==> config.mk <==
export PLATFORM = sky130hd
export DESIGN_NAME = mips_bus_arbiter
export DESIGN_NICKNAME = d
export VERILOG_FILES = /design/src/rtl/mips_bus_arbiter.sv
export SDC_FILE = /design/constraint.sdc
export NUM_CORES = 1
export LEC_CHECK = 0
export ABC_AREA = 1
export CORE_AREA = 2 2 123 125
export CTS_BUF_LIST = sky130_fd_sc_hd__clkbuf_2
export CTS_CLUSTER_DIAMETER = 120
export CTS_CLUSTER_SIZE = 28
export DETAILED_ROUTE_END_ITERATION = 7
export DIE_AREA = 0 0 125 127
export PLACE_DENSITY = 0.56
export SYNTH_ARGS = -nofsm -noshare
export SYNTH_HDL_FRONTEND = slang
export SYNTH_SLANG_ARGS = --single-unit
==> constraint.sdc <==
create_clock -name clk -period 3.5 [get_ports clk]
set_clock_uncertainty 0.15 [all_clocks]
set_input_delay 1.05 -clock clk [delete_from_list [all_inputs] [get_ports clk]]
set_output_delay 1.05 -clock clk [all_outputs]
set_load 0.02 [all_outputs]
==> src/rtl/mips_bus_arbiter.sv <==
// Two-master round-robin arbiter for the MIPS Avalon-style memory bus.
// Grant is held for the whole of a stalled transfer; a sticky watchdog flags long stalls.
module mips_bus_arbiter #(
  parameter int unsigned AW           = 32,
  parameter int unsigned DW           = 32,
  parameter int unsigned WAIT_TIMEOUT = 1024
) (
  input  logic            clk,
  input  logic            reset,
  input  logic [AW-1:0]   m0_address,
  input  logic            m0_read,
  input  logic            m0_write,
  input  logic [DW-1:0]   m0_writedata,
  input  logic [DW/8-1:0] m0_byteenable,
  output logic            m0_waitrequest,
  output logic [DW-1:0]   m0_readdata,
  input  logic [AW-1:0]   m1_address,
  input  logic            m1_read,
  input  logic            m1_write,
  input  logic [DW-1:0]   m1_writedata,
  input  logic [DW/8-1:0] m1_byteenable,
  output logic            m1_waitrequest,
  output logic [DW-1:0]   m1_readdata,
  output logic [AW-1:0]   s_address,
  output logic            s_read,
  output logic            s_write,
  output logic [DW-1:0]   s_writedata,
  output logic [DW/8-1:0] s_byteenable,
  input  logic            s_waitrequest,
  input  logic [DW-1:0]   s_readdata,
  output logic [1:0]      grant,
  output logic            timeout
);

  // State encoding doubles as the one-hot grant vector.
  localparam logic [1:0] StIdle = 2'b00;
  localparam logic [1:0] StGnt0 = 2'b01;
  localparam logic [1:0] StGnt1 = 2'b10;

  localparam int unsigned CW = (WAIT_TIMEOUT > 1) ? $clog2(WAIT_TIMEOUT) : 1;
  localparam logic [CW-1:0] CntMax = CW'(WAIT_TIMEOUT - 1);

  logic [1:0]    state_q, state_d;
  logic          last_q, last_d;
  logic [CW-1:0] cnt_q, cnt_d;
  logic          timeout_q, timeout_d;

  logic req0, req1;
  logic own_req, other_req, stalled;

  assign req0 = m0_read | m0_write;
  assign req1 = m1_read | m1_write;

  always_comb begin
    own_req   = 1'b0;
    other_req = 1'b0;
    case (state_q)
      StGnt0: begin
        own_req   = req0;
        other_req = req1;
      end
      StGnt1: begin
        own_req   = req1;
        other_req = req0;
      end
      default: ;
    endcase
  end

  assign stalled = own_req & s_waitrequest;

  always_comb begin
    state_d = state_q;
    last_d  = last_q;
    case (state_q)
      StIdle: begin
        if (req0 && req1)  state_d = last_q ? StGnt0 : StGnt1;
        else if (req0)     state_d = StGnt0;
        else if (req1)     state_d = StGnt1;
      end
      StGnt0, StGnt1: begin
        // Hand over on completion or abandonment only if the other side is waiting.
        if (!stalled && other_req) begin
          state_d = (state_q == StGnt0) ? StGnt1 : StGnt0;
          last_d  = (state_q == StGnt1);
        end else if (!own_req) begin
          state_d = StIdle;
        end
      end
      default: state_d = StIdle;
    endcase
  end

  always_comb begin
    cnt_d     = '0;
    timeout_d = timeout_q;
    if (stalled) begin
      if (cnt_q == CntMax) timeout_d = 1'b1;
      else                 cnt_d     = cnt_q + 1'b1;
      if (cnt_q == CntMax) cnt_d     = cnt_q;
    end
  end

  always_ff @(posedge clk or negedge reset) begin
    if (!reset) begin
      state_q   <= StIdle;
      last_q    <= 1'b1;
      cnt_q     <= '0;
      timeout_q <= 1'b0;
    end else begin
      state_q   <= state_d;
      last_q    <= last_d;
      cnt_q     <= cnt_d;
      timeout_q <= timeout_d;
    end
  end

  always_comb begin
    s_address      = '0;
    s_read         = 1'b0;
    s_write        = 1'b0;
    s_writedata    = '0;
    s_byteenable   = '0;
    m0_waitrequest = req0;
    m1_waitrequest = req1;
    case (state_q)
      StGnt0: begin
        s_address      = m0_address;
        s_read         = m0_read;
        s_write        = m0_write;
        s_writedata    = m0_writedata;
        s_byteenable   = m0_byteenable;
        m0_waitrequest = s_waitrequest;
      end
      StGnt1: begin
        s_address      = m1_address;
        s_read         = m1_read;
        s_write        = m1_write;
        s_writedata    = m1_writedata;
        s_byteenable   = m1_byteenable;
        m1_waitrequest = s_waitrequest;
      end
      default: ;
    endcase
  end

  assign m0_readdata = s_readdata;
  assign m1_readdata = s_readdata;
  assign grant       = state_q;
  assign timeout     = timeout_q;

endmodule

==> flow_metrics.py, run 1 <==
metrics = {
    "critical_path": {
        "cp.required_ns": 2.30,
        "worstPathArrival_ns": 2.21,
        "crit_fanout": 1,
        "start_kind": "primary input",
        "end_kind": "output port",
        "criticalPathCategory": "primary input to output port",
    },
    "clock_tree": {
        "clock-sinks": 14,
        "root_buffer": "clkbuf_2",
        "h-tree-depth": 1,
        "cts_hold_buf": 0,
        "cts_tree": "done",
        "cts_buffers": 3,
        "clk_latency_ns": 0.27,
        "cts_max_path_buffers": 2,
        "clk_pin_slew_worst_paths_ns": 0.13,
    },
    "synth": {
        "ys.flop_type": "dfrtp_1",
        "yosys-top-cells-area": "nand2_1 (27%), buf_4 (21%), a21oi_1 (16%)",
        "synth_nets": 589,
        "yosys-top-cells-count": "nand2_1 (169), a21oi_1 (73), buf_4 (64)",
        "synth.ff_latch_count": 14,
        "yosysSeqAreaShare_pct": 15.0,
        "yosysMostFrequentCell": "nand2_1",
        "synth_area_um2": 2340,
        "async_flop_share_pct": 100,
        "synth_top_cell_area_share_pct": 27.1,
        "yosys.area.top_type": "nand2_1",
        "yosys_warnings": 0,
        "synth.distinct_cells": 32,
        "syn_area_per_cell_um2": 5.74,
        "synth-edff-count": 0,
        "netlist_instances": 408,
    },
    "timing": {
        "slew_viol_final": 0,
        "worst_slack_ns": 0.0928,
        "fmax_mhz": 293,
        "finalHoldViolCount": 0,
        "setup_viol": 0,
        "relSlewSlack_pct": 58.5,
        "rsz0062_at_grt": "no",
        "tightest_slew_ns": 0.621,
        "min_period_over_period_pct": 97.3,
        "fin_crit_ns": 3.41,
    },
    "routing": {
        "vias_per_cell": 4.07,
        "wl_mm": 10.1,
        "drt_iter0_drc": 132,
        "wl_per_cell_um": 13.7,
        "drt_pass1_iterations": 4,
        "drtAntennaViolNets": 0,
        "vias": 2986,
        "drc": 0,
    },
    "floorplanning": {
        "dieWidth_um": 125,
        "start_util_pct": 16.2,
        "dieHeight_um": 127,
        "core_area_um2": 14400,
        "ios": 314,
        "placementRows": 44,
        "die_area_um2": 15900,
    },
    "place": {
        "place_ws_ns": -0.307,
        "dp_cells": 730,
        "gp_congestion": 0.756,
        "port_buffers": 217,
        "dp_hpwl_mm": 8.17,
    },
    "finish": {
        "drive_above_1_share_pct": 5.82,
        "fin_cells": 734,
        "diodes": 0,
        "nFillCells": 1647,
        "nets": 732,
        "fin_util_pct": 29.1,
        "syn_to_final_growth_pct": 79.3,
    },
    "power": {
        "p_per_area_nw_per_um2": 511,
        "finalPower_w": 0.00215,
        "power.leakage_nw": 1.92,
        "ir_drop_v": 0.000295,
    },
    "min_path": {
        "holdCritPathClass": "flop to flop",
    },
    "flow_run": {
        "cap_violations": 0,
    },
    "grt": {
        "grt_max_degree": 63,
        "use_met2_pct": 21.4,
        "grt_pass1_wl_mm": 15.8,
        "grt_pass1_vias": 3053,
        "grt.total_usage_pct": 11.9,
        "grt_busiest_layer": "met2",
        "gr-total-overflow": 0,
        "use_met1_pct": 13.8,
        "grtUsageMet3_pct": 3.77,
        "antenna_found_initial": 0,
    },
    "outcome": {
        "status": "completed",
    },
}
through the flow:
stage	hold slack (ns)	TNS, ns	area (µm²)
6_report	0.340	0	4200
2_1_floorplan	0.300	0	2340
5_1_grt	0.369	0	4200
3_3_place_gp	0.312	-2.93	4280
4_1_cts	0.339	0	4210
3_5_place_dp	0.322	-3.27	4280
critical path: stages:
cell	delay, ns
clkdlybuf4s50_1	0.45
nand2_1	0.05
a21oi_1	0.27
dlygate4sd2_1	0.38
state kept, by name (all words and copies together), names as in the netlist:
name / cells
last_q: 1
cnt_q: 10
grant: 2
timeout: 1
cells in the final DEF, fill, tap and decap left out, types with 2 or more instances in the layout:
cell type / n
nor2_1: 3
dfrtp_1: 13
clkbuf_2: 4
ha_1: 4
nand2_1: 169
buf_4: 8
o21ai_0: 8
ha_2: 2
xor2_1: 2
a21oi_1: 73
nand3_1: 7
buf_12: 4
clkdlybuf4s50_1: 145
dlygate4sd2_1: 67
o21ai_1: 2
nor3_1: 2
inv_1: 15
inv_2: 4
cells by family (layout without fill, tap and decap cells):
| group | Yosys count | count (layout) | synth area share, % |
|---|---|---|---|
| XOR/XNOR | 3 | 3 | 1.12 |
| buffers and inverters | 107 | 249 | 27.9 |
| flip-flops | 14 | 14 | 15.0 |
| adder cells (fa/ha/maj) | 6 | 6 | 3.20 |
| AND/OR/NAND/NOR | 189 | 189 | 33.0 |
| AO/OA/AOI/OAI | 89 | 89 | 19.8 |
report_power, final:
group          internal [W]  switching [W]  total [W]  leakage [nW]
Sequential         0.000182      0.0000209   0.000203         0.189
Combinational      0.000702        0.00117    0.00187          1.71
Clock             0.0000248      0.0000511  0.0000759        0.0140
final timing paths:
| kind | start | endpoint | slack [ns] | depth (start not counted) |
|---|---|---|---|---|
| max in group asynchronous | reset | cnt_q[0]$_DFFE_PN0N_ | 1.81 | 1 |
| worst min-delay path | last_q$_DFFE_PN1P_ | last_q$_DFFE_PN1P_ | 0.34 | 2 |
| worst min register to register | last_q$_DFFE_PN1P_ | last_q$_DFFE_PN1P_ | 0.34 | 2 |
| worst max-delay path | m0_writedata[6] | s_writedata[6] | 0.09 | 4 |
| worst max register to register | grant[0]$_DFFE_PN0P_ | timeout$_DFFE_PN0P_ | 1.29 | 8 |
| min in group asynchronous | reset | cnt_q[6]$_DFFE_PN0N_ | 0.99 | 1 |
per-layer routing:
metal  vias up  routed length [µm]  part of all wire [%]
li1       1518                   -                     -
met3        28                 895                   8.9
met2       139                5000                    50
met5         -                   0                     0
met1      1301                3890                    39
met4         0                 278                   2.8
final cells by class:
cell class | count | area [µm²] | area share, %
tap | 184 | 230 | 5.48
multi-input combinational | 287 | 1340 | 31.9
inverter | 19 | 71.3 | 1.70
sequential | 14 | 352 | 8.37
clock buffer | 3 | 15.0 | 0.357
clock inverter | 1 | 3.75 | 0.0893
timing repair buffer | 226 | 2190 | 52.1
repair_timing:
| action | in CTS | in global routing |
|---|---|---|
| resized for setup | 72 | 4 |
| setup endpoints to repair | 69 | 2 |
| buffers inserted | 0 | 0 |
No activity file was read; power rests on OpenSTA's default activity.
==> run 2: changes to the inputs <==
--- a/config.mk
+++ b/config.mk
@@ -13,6 +13,7 @@
 export DETAILED_ROUTE_END_ITERATION = 7
 export DIE_AREA = 0 0 125 127
 export PLACE_DENSITY = 0.56
+export SKIP_LAST_GASP = 1
 export SYNTH_ARGS = -nofsm -noshare
 export SYNTH_HDL_FRONTEND = slang
 export SYNTH_SLANG_ARGS = --single-unit
==> run 2 against run 1 <==
- maximum frequency unchanged
- power barely moved
- critical path type unchanged
- via count stayed put
- non-clock buffer count unchanged
- largest cell class unchanged
- global-route usage is the same
- sequential power barely moved
- combinational power is essentially flat
==> flow_metrics.py, run 2 (synthesized netlist as in run 1, its figures left out) <==
metrics = {
    "power": {
        "power.leakage_nw": 1.92,
        "p_per_area_nw_per_um2": 511,
        "ir_drop_v": 0.000295,
    },
    "timing": {
        "relSlewSlack_pct": 58.5,
        "min_period_over_period_pct": 97.3,
        "fin_crit_ns": 3.41,
        "rsz0062_at_grt": "no",
        "finalHoldViolCount": 0,
        "worst_slack_ns": 0.0928,
        "slew_viol_final": 0,
        "fmax_mhz": 293,
        "setup_viol": 0,
        "tightest_slew_ns": 0.621,
    },
    "routing": {
        "drt_pass1_iterations": 4,
        "highest_layer": "met4",
        "vias_per_cell": 4.07,
        "drc": 0,
        "wl_mm": 10.1,
        "vias": 2986,
        "drt_iter0_drc": 132,
        "wl_met2_mm": 5.00,
        "drtAntennaViolNets": 0,
        "m1WireLength_mm": 3.89,
        "wl_per_cell_um": 13.7,
        "dr_wl_met3_um": 895,
    },
    "finish": {
        "syn_to_final_growth_pct": 79.3,
        "fin_util_pct": 29.1,
        "diodes": 0,
        "nets": 732,
        "ff_latch_area_um2": 352,
        "drive_above_1_share_pct": 5.82,
        "largest_reg_flops": 10,
        "multiInputGateArea_um2": 1340,
        "nFillCells": 1647,
        "largest_register": "cnt_q",
        "final_cell_mix": "nand2_1 (169), clkdlybuf4s50_1 (145), a21oi_1 (73), dlygate4sd2_1 (67), inv_1 (15)",
        "final_common_cell": "nand2_1",
    },
    "clock_tree": {
        "cts_max_path_buffers": 2,
        "cts_buffers": 3,
        "clk_pin_slew_worst_paths_ns": 0.13,
        "cts_tree": "done",
        "clk_latency_ns": 0.27,
        "clock-sinks": 14,
        "root_buffer": "clkbuf_2",
        "cts_hold_buf": 0,
        "h-tree-depth": 1,
    },
    "critical_path": {
        "crit_family": "buffers and inverters",
        "worstPathArrival_ns": 2.21,
        "crit_chain": "clkdlybuf4s50_1 > nand2_1 > a21oi_1 > dlygate4sd2_1",
        "path_buf_inv": 2,
        "start_kind": "primary input",
        "crit_slowest_cell": "clkdlybuf4s50_1",
        "end_kind": "output port",
        "r2r_slack_ns": 1.29,
        "cp_slowest_stage_delay_ns": 0.45,
        "crit_fanout": 1,
        "criticalPathCategory": "primary input to output port",
        "cp.required_ns": 2.30,
    },
    "floorplanning": {
        "dieHeight_um": 127,
        "ios": 314,
        "start_util_pct": 16.2,
        "placementRows": 44,
        "dieWidth_um": 125,
        "die_area_um2": 15900,
        "core_area_um2": 14400,
    },
    "place": {
        "dp_hpwl_mm": 8.17,
        "gp_congestion": 0.756,
        "place_ws_ns": -0.307,
        "port_buffers": 217,
    },
    "grt": {
        "grt_pass1_wl_mm": 15.8,
        "gr-total-overflow": 0,
        "grt_pass1_vias": 3053,
        "antenna_found_initial": 0,
        "grt.total_usage_pct": 11.9,
        "grt_max_degree": 63,
    },
    "flow_run": {
        "cap_violations": 0,
    },
    "min_path": {
        "holdCritPathClass": "flop to flop",
    },
    "outcome": {
        "status": "completed",
    },
}
-- run 2: layout make-up --
type / instances / area share (%)
clock inverter: 1 / 0.0893
timing repair buffer: 226 / 52.1
multi-input combinational: 287 / 31.9
inverter: 19 / 1.70
clock buffer: 3 / 0.357
sequential: 14 / 8.37
tap: 184 / 5.48
-- run 2: power by group --
part | internal [W] | total [W] | leakage [nW] | switching, W
registers | 0.000182 | 0.000203 | 0.189 | 0.0000209
clock network | 0.0000248 | 0.0000759 | 0.0140 | 0.0000511
logic | 0.000701 | 0.00187 | 1.71 | 0.00117
total | 0.000908 | 0.00215 | 1.92 | 0.00124
-- run 2: stage by stage --
stage                     hold WS [ns]  setup TNS [ns]  instances  power, W  instance area [µm²]
final                            0.340               0        734   0.00215                 4200
after global placement           0.312           -2.93        730   0.00229                 4280
after global routing             0.369               0        734   0.00235                 4200
after floorplan                  0.300               0        408   0.00139                 2340
after CTS                        0.339         -0.0208        734   0.00220                 4210
after detailed placement         0.322           -3.27        730   0.00231                 4280
-- run 2: routing by layer --
| layer | track usage [%] | up-vias |
|---|---|---|
| met5 | 0 | - |
| met4 | 3.20 | 0 |
| met3 | 3.77 | 28 |
| met2 | 21.4 | 139 |
| met1 | 13.8 | 1301 |
| li1 | - | 1518 |
-- run 2: worst paths after layout --
kind | startpoint | to | cells after the start
setup / recovery | m0_writedata[6] | s_writedata[6] | 4
hold / removal | last_q$_DFFE_PN1P_ | last_q$_DFFE_PN1P_ | 2
setup reg to reg | grant[0]$_DFFE_PN0P_ | timeout$_DFFE_PN0P_ | 8
hold reg to reg | last_q$_DFFE_PN1P_ | last_q$_DFFE_PN1P_ | 2
max in group asynchronous | reset | cnt_q[0]$_DFFE_PN0N_ | 1
min in group asynchronous | reset | cnt_q[6]$_DFFE_PN0N_ | 1
-- run 2: what timing repair did --
| action | CTS | global route |
|---|---|---|
| gates resized for setup | 69 | 6 |
| setup buffers | 0 | 0 |
| setup endpoints to repair | 69 | 2 |
-- run 2: worst reg2reg max path, stage by stage, from the launching register on --
cell     delay (ns)
dfrtp_1        0.48
inv_1          0.10
ha_1           0.33
inv_2          0.09
buf_12         0.25
a21oi_2        0.12
nand2_2        0.23
nor2_4         0.08
or2_2          0.27
==> run 3: changes to the inputs <==
--- a/config.mk
+++ b/config.mk
@@ -7,7 +7,7 @@
 export LEC_CHECK = 0
 export ABC_AREA = 1
 export CORE_AREA = 2 2 123 125
-export CTS_BUF_LIST = sky130_fd_sc_hd__clkbuf_2
+export CTS_BUF_LIST = sky130_fd_sc_hd__clkbuf_16
 export CTS_CLUSTER_DIAMETER = 120
 export CTS_CLUSTER_SIZE = 28
 export DETAILED_ROUTE_END_ITERATION = 7
==> run 3 against run 2 <==
- power rose by 6.5%
- die area did not move
- sequential cell count did not move
- setup slack improved by 0.023 ns
- critical path type unchanged
- largest cell class unchanged
==> flow_metrics.py, run 3 (synthesized netlist as in run 1, its figures left out) <==
metrics = {
    "floorplanning": {
        "core_area_um2": 14400,
        "dieWidth_um": 125,
        "ios": 314,
        "start_util_pct": 16.2,
        "die_area_um2": 15900,
        "placementRows": 44,
        "dieHeight_um": 127,
    },
    "critical_path": {
        "r2r_end": "timeout$_DFFE_PN0P_",
        "criticalPathCategory": "primary input to output port",
        "crit_chain": "clkdlybuf4s50_1 > nand2_1 > a21oi_1 > dlygate4sd2_1",
        "worstPathArrival_ns": 2.18,
        "crit_fanout": 1,
        "r2r_slack_ns": 1.32,
        "crit_family": "buffers and inverters",
        "cp.required_ns": 2.30,
        "path_buf_inv": 2,
        "end_kind": "output port",
        "ff2ff_path_depth": 8,
        "cp_slowest_stage_delay_ns": 0.45,
        "reg2reg_from": "grant[0]$_DFFE_PN0P_",
        "crit_slowest_cell": "clkdlybuf4s50_1",
        "start_kind": "primary input",
    },
    "routing": {
        "wl_mm": 10.1,
        "drt_iter0_drc": 94,
        "vias": 3019,
        "wl_per_cell_um": 13.7,
        "drt_pass1_iterations": 4,
        "drc": 0,
        "vias_per_cell": 4.11,
        "drtAntennaViolNets": 0,
    },
    "clock_tree": {
        "post_cts_buffers": 0,
        "h-tree-depth": 1,
        "root_buffer": "clkbuf_16",
        "cts_hold_buf": 0,
        "clk_latency_ns": 0.24,
        "clk_pin_slew_worst_paths_ns": 0.05,
        "post_cts_resize_count": 69,
        "cts_max_path_buffers": 2,
        "cts_buffers": 3,
        "clock-sinks": 14,
        "cts_tree": "done",
    },
    "finish": {
        "drive_above_1_share_pct": 5.82,
        "nets": 732,
        "diodes": 0,
        "fin_cells": 734,
        "final_cell_mix": "nand2_1 (169), clkdlybuf4s50_1 (145), a21oi_1 (73), dlygate4sd2_1 (67), inv_1 (15)",
        "final_common_cell": "nand2_1",
        "nFillCells": 1635,
        "largest_register": "cnt_q",
        "syn_to_final_growth_pct": 81.9,
        "largest_reg_flops": 10,
        "fin_util_pct": 29.6,
    },
    "timing": {
        "setup_viol": 0,
        "relSlewSlack_pct": 57.8,
        "rsz0062_at_grt": "no",
        "tightest_slew_ns": 0.631,
        "min_period_over_period_pct": 96.7,
        "finalHoldViolCount": 0,
        "fin_setup_tns_ns": 0,
        "fin_hold_ws_ns": 0.329,
        "fin_crit_ns": 3.38,
        "worst_slack_ns": 0.116,
        "slew_viol_final": 0,
        "fmax_mhz": 296,
    },
    "grt": {
        "grt_pass1_vias": 3051,
        "grt_pass1_wl_mm": 15.8,
        "grt_busiest_layer": "met2",
        "grtUsageMet3_pct": 3.64,
        "antenna_found_initial": 0,
        "use_met1_pct": 13.8,
        "gr-total-overflow": 0,
        "use_met2_pct": 21.5,
        "grt_max_degree": 63,
        "grt.total_usage_pct": 12.0,
    },
    "place": {
        "port_buffers": 217,
        "place_ws_ns": -0.307,
        "gp_congestion": 0.756,
        "dp_hpwl_mm": 8.17,
        "dp_cells": 730,
    },
    "min_path": {
        "holdCritPathClass": "flop to flop",
        "hp-start": "last_q$_DFFE_PN1P_",
        "whs_endpoint": "last_q$_DFFE_PN1P_",
        "min_path_cells": 2,
    },
    "flow_run": {
        "cap_violations": 0,
    },
    "power": {
        "p_per_area_nw_per_um2": 536,
        "power.leakage_nw": 1.94,
        "ir_drop_v": 0.000296,
    },
    "outcome": {
        "status": "completed",
    },
}
## run 3: cell counts in the layout (fill, tap and decap cells not counted)
Identical to the previous run, type by type.
## run 3: per-stage QoR
stage / cell area (µm²) / power [W]
floorplan: 2340 / 0.00139
global placement: 4280 / 0.00229
detailed placement: 4280 / 0.00231
CTS: 4270 / 0.00234
global route: 4260 / 0.00249
finish: 4260 / 0.00229
## run 3: report_power, final
part	leakage, nW	total, W	switching [W]	internal [W]
clock network	0.0385	0.000215	0.0000637	0.000151
logic	1.71	0.00187	0.00117	0.000702
registers	0.189	0.000204	0.0000211	0.000183
## run 3: how the worst max path moves through the flow
stage | start | to | slack [ns] | depth (start not counted)
after floorplan | grant[0]$_DFFE_PN0P_ | s_writedata[23] | 0.57 | 6
after global placement | m1_write | m1_waitrequest | -0.28 | 6
after detailed placement | m1_read | m1_waitrequest | -0.31 | 6
after CTS | m1_read | m1_waitrequest | -0.02 | 6
after global routing | m0_writedata[12] | s_writedata[12] | 0.05 | 4
final | m0_writedata[6] | s_writedata[6] | 0.12 | 4
## run 3: final cells by class
class	count	area, µm²	area share (%)
Tap cell	184	230	5.40
Sequential cell	14	352	8.25
Timing Repair Buffer	226	2190	51.3
Clock buffer	3	75.1	1.76
Multi-Input combinational cell	287	1340	31.5
Inverter	19	71.3	1.67
Clock inverter	1	3.75	0.0881
## run 3: worst reg2reg max path, delay by kind of cell (launching register included)
kind	cells	cell delay, ns
adders and majority gates	1	0.33
buffers and inverters	3	0.44
DFF	1	0.44
AOI/OAI and AO/OA	1	0.13
and+or+nand+nor	3	0.57
## run 3: layer usage
metal / vias up / wire (µm)
li1: 1514 / -
met5: - / 0
met4: 0 / 289
met2: 148 / 4990
met3: 33 / 912
met1: 1324 / 3890
